[src/rtl/fw_pkg.sv]
// Shared types and defaults for the Floyd-Warshall control sequencer.
// The BARRIER encoding only exists when FW_K_BARRIER_EN is defined.
package fw_pkg;

    localparam int FW_N_DEF        = 8;
    localparam int FW_IDX_W_DEF    = 3;
    localparam int FW_PIPE_LAT_DEF = 4;

    typedef enum logic [2:0] {
        ST_IDLE    = 3'd0,
        ST_RUN     = 3'd1,
`ifdef FW_K_BARRIER_EN
        ST_BARRIER = 3'd2,
`endif
        ST_DRAIN   = 3'd3,
        ST_DONE    = 3'd4
    } fw_seq_state_t;

    // Ceiling log2, usable in constant expressions for counter widths.
    function automatic int fw_clog2(input int value);
        int result;
        int v;
        result = 0;
        v = value - 1;
        while (v > 0) begin
            result = result + 1;
            v = v >> 1;
        end
        return result;
    endfunction

endpackage

[src/rtl/fw_idx_counter.sv]
// Three-level nested (k, i, j) loop counter, j innermost; exposes both the
// registered indices and their next values so callers can register derived flags.
module fw_idx_counter
#(
    parameter int N     = 8,
    parameter int IDX_W = 3
)
(
    input  logic             clk,
    input  logic             reset,
    input  logic             clr,
    input  logic             en,
    output logic [IDX_W-1:0] k,
    output logic [IDX_W-1:0] i,
    output logic [IDX_W-1:0] j,
    output logic [IDX_W-1:0] k_nxt,
    output logic [IDX_W-1:0] i_nxt,
    output logic [IDX_W-1:0] j_nxt,
    output logic             plane_last
);

    localparam logic [IDX_W-1:0] LAST_IDX = IDX_W'(N - 1);

    logic [IDX_W-1:0] k_q, k_d;
    logic [IDX_W-1:0] i_q, i_d;
    logic [IDX_W-1:0] j_q, j_d;

    always_ff @(posedge clk) begin
        if (reset) begin
            k_q <= '0;
            i_q <= '0;
            j_q <= '0;
        end else begin
            k_q <= k_d;
            i_q <= i_d;
            j_q <= j_d;
        end
    end

    // Wraps are explicit compares against N-1 so non-power-of-two N works.
    always_comb begin
        k_d = k_q;
        i_d = i_q;
        j_d = j_q;
        if (clr) begin
            k_d = '0;
            i_d = '0;
            j_d = '0;
        end else if (en) begin
            if (j_q == LAST_IDX) begin
                j_d = '0;
                if (i_q == LAST_IDX) begin
                    i_d = '0;
                    k_d = (k_q == LAST_IDX) ? '0 : k_q + 1'b1;
                end else begin
                    i_d = i_q + 1'b1;
                end
            end else begin
                j_d = j_q + 1'b1;
            end
        end
    end

    assign k          = k_q;
    assign i          = i_q;
    assign j          = j_q;
    assign k_nxt      = k_d;
    assign i_nxt      = i_d;
    assign j_nxt      = j_d;
    assign plane_last = (i_q == LAST_IDX) && (j_q == LAST_IDX);

endmodule

[src/rtl/fw_sequencer.sv]
// Floyd-Warshall loop sequencer: issues N^3 (k,i,j) triples, drains the datapath,
// then pulses done. Define FW_K_BARRIER_EN to insert a drain-length gap between k planes.
module fw_sequencer
    import fw_pkg::*;
#(
    parameter int N        = FW_N_DEF,
    parameter int IDX_W    = FW_IDX_W_DEF,
    parameter int PIPE_LAT = FW_PIPE_LAT_DEF
)
(
    input  logic             clk,
    input  logic             reset,
    input  logic             start,
    input  logic             stall,
    output logic             busy,
    output logic             done,
    output logic             valid,
    output logic [IDX_W-1:0] k,
    output logic [IDX_W-1:0] i,
    output logic [IDX_W-1:0] j,
    output logic             row_is_k,
    output logic             col_is_k
);

    localparam int               CNT_W    = fw_clog2(PIPE_LAT + 1);
    localparam logic [IDX_W-1:0] LAST_IDX = IDX_W'(N - 1);
    localparam logic [CNT_W-1:0] CNT_LOAD = CNT_W'(PIPE_LAT - 1);

    fw_seq_state_t    state_q, state_d;
    logic [CNT_W-1:0] cnt_q, cnt_d;
    logic             busy_q, busy_d;
    logic             done_q, done_d;
    logic             valid_q, valid_d;
    logic             row_is_k_q, row_is_k_d;
    logic             col_is_k_q, col_is_k_d;

    logic             idx_clr;
    logic             idx_en;
    logic             plane_last;
    logic             last_triple;
    logic [IDX_W-1:0] k_nxt, i_nxt, j_nxt;

    fw_idx_counter #(
        .N     (N),
        .IDX_W (IDX_W)
    ) u_idx (
        .clk        (clk),
        .reset      (reset),
        .clr        (idx_clr),
        .en         (idx_en),
        .k          (k),
        .i          (i),
        .j          (j),
        .k_nxt      (k_nxt),
        .i_nxt      (i_nxt),
        .j_nxt      (j_nxt),
        .plane_last (plane_last)
    );

    assign last_triple = plane_last && (k == LAST_IDX);

    always_ff @(posedge clk) begin
        if (reset) begin
            state_q    <= ST_IDLE;
            cnt_q      <= '0;
            busy_q     <= 1'b0;
            done_q     <= 1'b0;
            valid_q    <= 1'b0;
            row_is_k_q <= 1'b0;
            col_is_k_q <= 1'b0;
        end else begin
            state_q    <= state_d;
            cnt_q      <= cnt_d;
            busy_q     <= busy_d;
            done_q     <= done_d;
            valid_q    <= valid_d;
            row_is_k_q <= row_is_k_d;
            col_is_k_q <= col_is_k_d;
        end
    end

    // The displayed triple only moves on once it has actually been issued
    // (valid_q), which is what makes a stalled triple reappear untouched.
    always_comb begin
        state_d = state_q;
        cnt_d   = cnt_q;
        case (state_q)
            ST_IDLE: begin
                if (start) begin
                    state_d = ST_RUN;
                end
            end
            ST_RUN: begin
                if (valid_q) begin
                    if (last_triple) begin
                        state_d = ST_DRAIN;
                        cnt_d   = CNT_LOAD;
                    end
`ifdef FW_K_BARRIER_EN
                    else if (plane_last) begin
                        state_d = ST_BARRIER;
                        cnt_d   = CNT_LOAD;
                    end
`endif
                end
            end
`ifdef FW_K_BARRIER_EN
            ST_BARRIER: begin
                if (cnt_q == '0) begin
                    state_d = ST_RUN;
                end else begin
                    cnt_d = cnt_q - 1'b1;
                end
            end
`endif
            ST_DRAIN: begin
                if (cnt_q == '0) begin
                    state_d = ST_DONE;
                end else begin
                    cnt_d = cnt_q - 1'b1;
                end
            end
            ST_DONE: begin
                state_d = ST_IDLE;
            end
            default: begin
                state_d = ST_IDLE;
                cnt_d   = '0;
            end
        endcase
    end

    always_comb begin
        idx_en     = (state_q == ST_RUN) && valid_q;
`ifdef FW_K_BARRIER_EN
        idx_clr    = !((state_d == ST_RUN) || (state_d == ST_BARRIER));
        busy_d     = (state_d == ST_RUN) || (state_d == ST_BARRIER) || (state_d == ST_DRAIN);
`else
        idx_clr    = (state_d != ST_RUN);
        busy_d     = (state_d == ST_RUN) || (state_d == ST_DRAIN);
`endif
        done_d     = (state_d == ST_DONE);
        valid_d    = (state_d == ST_RUN) && !stall;
        row_is_k_d = valid_d && (i_nxt == k_nxt);
        col_is_k_d = valid_d && (j_nxt == k_nxt);
    end

    assign busy     = busy_q;
    assign done     = done_q;
    assign valid    = valid_q;
    assign row_is_k = row_is_k_q;
    assign col_is_k = col_is_k_q;

endmodule

[config.mk]
export PLATFORM = sky130hd
export DESIGN_NAME = fw_sequencer
export DESIGN_NICKNAME = d
export VERILOG_FILES = /design/src/rtl/fw_pkg.sv /design/src/rtl/fw_idx_counter.sv /design/src/rtl/fw_sequencer.sv
export SDC_FILE = /design/constraint.sdc
export NUM_CORES = 1
export LEC_CHECK = 0
export CAP_MARGIN = 15
export CORE_MARGIN = 5
export CORE_UTILIZATION = 45
export CTS_CLUSTER_DIAMETER = 120
export DETAILED_ROUTE_END_ITERATION = 6
export HOLD_SLACK_MARGIN = 0.06
export MAX_ROUTING_LAYER = met4
export PLACE_DENSITY = 0.68
export SYNTH_ARGS = -nofsm -noshare
export SYNTH_HDL_FRONTEND = slang
export SYNTH_HIERARCHICAL = 1
export SYNTH_SLANG_ARGS = --single-unit
export TNS_END_PERCENT = 20
[constraint.sdc]
create_clock -name clk -period 4.2 [get_ports clk]
set_input_delay 0.84 -clock clk [delete_from_list [all_inputs] [get_ports clk]]
set_output_delay 0.84 -clock clk [all_outputs]
set_load 0.01 [all_outputs]
==> results.cfg <==
[timing]
fin_crit_ps = 2540
drv_slew = 0
slew_headroom_pct = 46.20
period_share_pct = 60.47
timing.fmax_ghz = 0.3937
fin_setup_tns_ps = 0
rsz0062_at_grt = no
skew_ps = 2.205
setup_violations = 0
tightestPinTransition_ps = 803.4
hold_viol_final = 0

[finish]
diodes = 0
fin_nets = 154
stdcell_count = 171
post-route-cell-area_um2 = 1456
drive_above_1_share_pct = 15.71
area_delta_synth_final_pct = 15.82

[critical_path]
crit_arrival_ps = 2760
critPathMaxStageDelay_ps = 660
required_ps = 4420
criticalPathCategory = primary input to flop
slowest_stage = o211ai_1
crit_buf_inv = 1
cp_max_fo = 13
path_cells = clkdlybuf4s50_1 -> o211ai_1 -> nor3_1 -> mux2_2 -> xor2_1 -> nor4_2
cp-start-kind = primary input
endpoint_kind = flop
crit_family = compound AO/OA/AOI/OAI gates

[clock_tree]
root_buffer = clkbuf_4
cts_resized = 0
tritoncts = done
postCtsHoldBufs = 0
cts_made_buffers = 3
post_cts_buffers = 0
cts.sinks = 20
clock_latency_ps = 300
max-clock-path-buffers = 2
h-tree-depth = 1
path_clk_slew_ps = 120

[logic_synthesis]
ys_ff_latch = 20
netlist-cell-type-count = 40
postSynthCellCount = 125
synth_area_per_cell_um2 = 10.06
netlist_area_um2 = 1257
syn-num-nets = 138
async_reset_ff_share_pct = 0
synthFlopType = dfxtp_1
synth_enable_flop_cells = 0
yosysWarnings = 6
yosysSeqAreaShare_pct = 31.84

[drt]
remaining_drc_errors = 0
wirelength_um = 2533
viasPerCell = 5.766
firstDrtPassIters = 3
avgRoutedWirePerCell_um = 14.81
vias = 986
ant_nets = 0
drt_iter0_markers = 34

[status]
status = completed

[floorplanning]
die_x_um = 62.86
die_h_um = 62.86
num_rows = 19
die-area_um2 = 3951
initial_core_util_pct = 46.40
core_area_um2 = 2710
pin_count = 18

[placement]
place.gp.congestion = 0.7687
io_buffer_count = 17
dp_hpwl_um = 1920
placed_area_um2 = 1420
place_inst = 167

[global_routing]
grt_pass1_vias = 970
track_usage_pct = 13.56
grt_overflow = 0
grt_pass1_wl_um = 4319
antenna_found_initial = 0
grt_max_degree = 24

[pwr]
p_leak_nw = 0.6009
ir_drop_v = 0.0001414
p_total_uw = 354.8
power_density_nw_per_um2 = 243.6

[job]
maxCapViolCount = 0

[hold_path]
hold_path.class = flop to flop
final cells by class:
| type | instances | area (um2) |
|---|---|---|
| fill | 262 | 1254 |
| multi-input combinational | 91 | 769.5 |
| sequential | 20 | 400.4 |
| timing repair buffer | 20 | 192.7 |
| tap | 31 | 38.79 |
| clock buffer | 4 | 36.28 |
| inverter | 5 | 18.77 |
logic make-up (layout without fill, tap and decap cells):
kind of cell,count (synthesis),count (layout),synth area share (%)
mux,8,8,6.766
flops,20,20,31.84
buf+inv,14,29,6.965
xor+xnor,6,6,4.179
simple gates,41,41,22.49
compound gates,27,27,18.81
fa+ha+maj,9,9,8.955
placed cells by master, fill, tap and decap left out, types with 3 or more instances in the layout:
master / synthesis / final
a211oi_1: 6 / 6
a21bo_2: 3 / 3
a21oi_1: 4 / 4
buf_4: 0 / 3
clkbuf_4: 0 / 3
clkdlybuf4s50_1: 0 / 17
dfxtp_1: 20 / 20
ha_1: 9 / 9
inv_1: 5 / 5
mux2_2: 4 / 4
mux2i_1: 4 / 4
nand2b_1: 6 / 6
nand3_1: 4 / 4
nor2_1: 4 / 4
nor3_1: 5 / 5
nor3b_1: 6 / 6
o31ai_1: 4 / 4
xor2_1: 6 / 6
Yosys cell counts, types with 2 or more instances:
cell type  count  area (um2)
mux2_2         4       45.04
nor4_2         2       25.02
o31ai_1        4       30.03
o22a_1         2       17.52
ha_1           9       112.6
a211oi_1       6       45.04
nor4_1         2       12.51
a21bo_2        3       30.03
nor3_1         5       25.02
buf_6          4       45.04
buf_2          4       20.02
and3_1         2       12.51
inv_1          5       18.77
mux2i_1        4       40.04
nand2b_1       6       37.54
nor3b_1        6       45.04
nand3_1        4       20.02
dfxtp_1       20       400.4
xor2_1         6       52.55
a21oi_1        4       20.02
nor2_1         4       15.01
power breakdown:
part / switching, mW / internal [mW] / total (mW)
clock: 0.0607 / 0.0528 / 0.113
sequential: 0.00285 / 0.194 / 0.197
combinational: 0.0239 / 0.0208 / 0.0447
total: 0.0874 / 0.267 / 0.355
sequential cells by signal (all words and copies together), names as in the netlist:
signal / flops
cnt_q: 3
u_idx/j: 3
col_is_k: 1
done: 1
u_idx/i: 3
u_idx/k: 3
row_is_k: 1
state_q: 3
busy: 1
valid: 1
worst reg2reg max path: cells and delay by family, from the launching register on:
kind | cells | cell delay, ps
DFF | 1 | 440
muxes | 1 | 410
xor gates and xnor gates | 1 | 150
buffers and inverters | 1 | 210
and+or+nand+nor | 4 | 1250
metal layers:
layer	vias up	track usage (%)	part of all wire, %
met3	4	2.878	3.1
met4	0	5.836	1.7
met2	14	21.15	46
li1	496	-	-
met1	472	16.76	49
met5	-	-	0
per-stage QoR:
stage                     hold WS, ps  util (%)  worst slack [ps]
after floorplan                 456.2         -              1904
after global placement          472.9     52.40              1470
after detailed placement        481.6     52.40              1380
after CTS                       503.1     53.74              1661
after global routing            529.3     53.74              1391
final                           496.9     53.74              1660
worst paths after layout:
check	start	to	slack (ps)	cells past startpoint
setup / recovery	start	row_is_k	1660	6
setup reg to reg	state_q[0]	row_is_k	1660	7
hold / removal	cnt_q[2]	cnt_q[2]	500	2
hold reg to reg	cnt_q[2]	cnt_q[2]	500	2
Power figures use the tool's default switching activity.
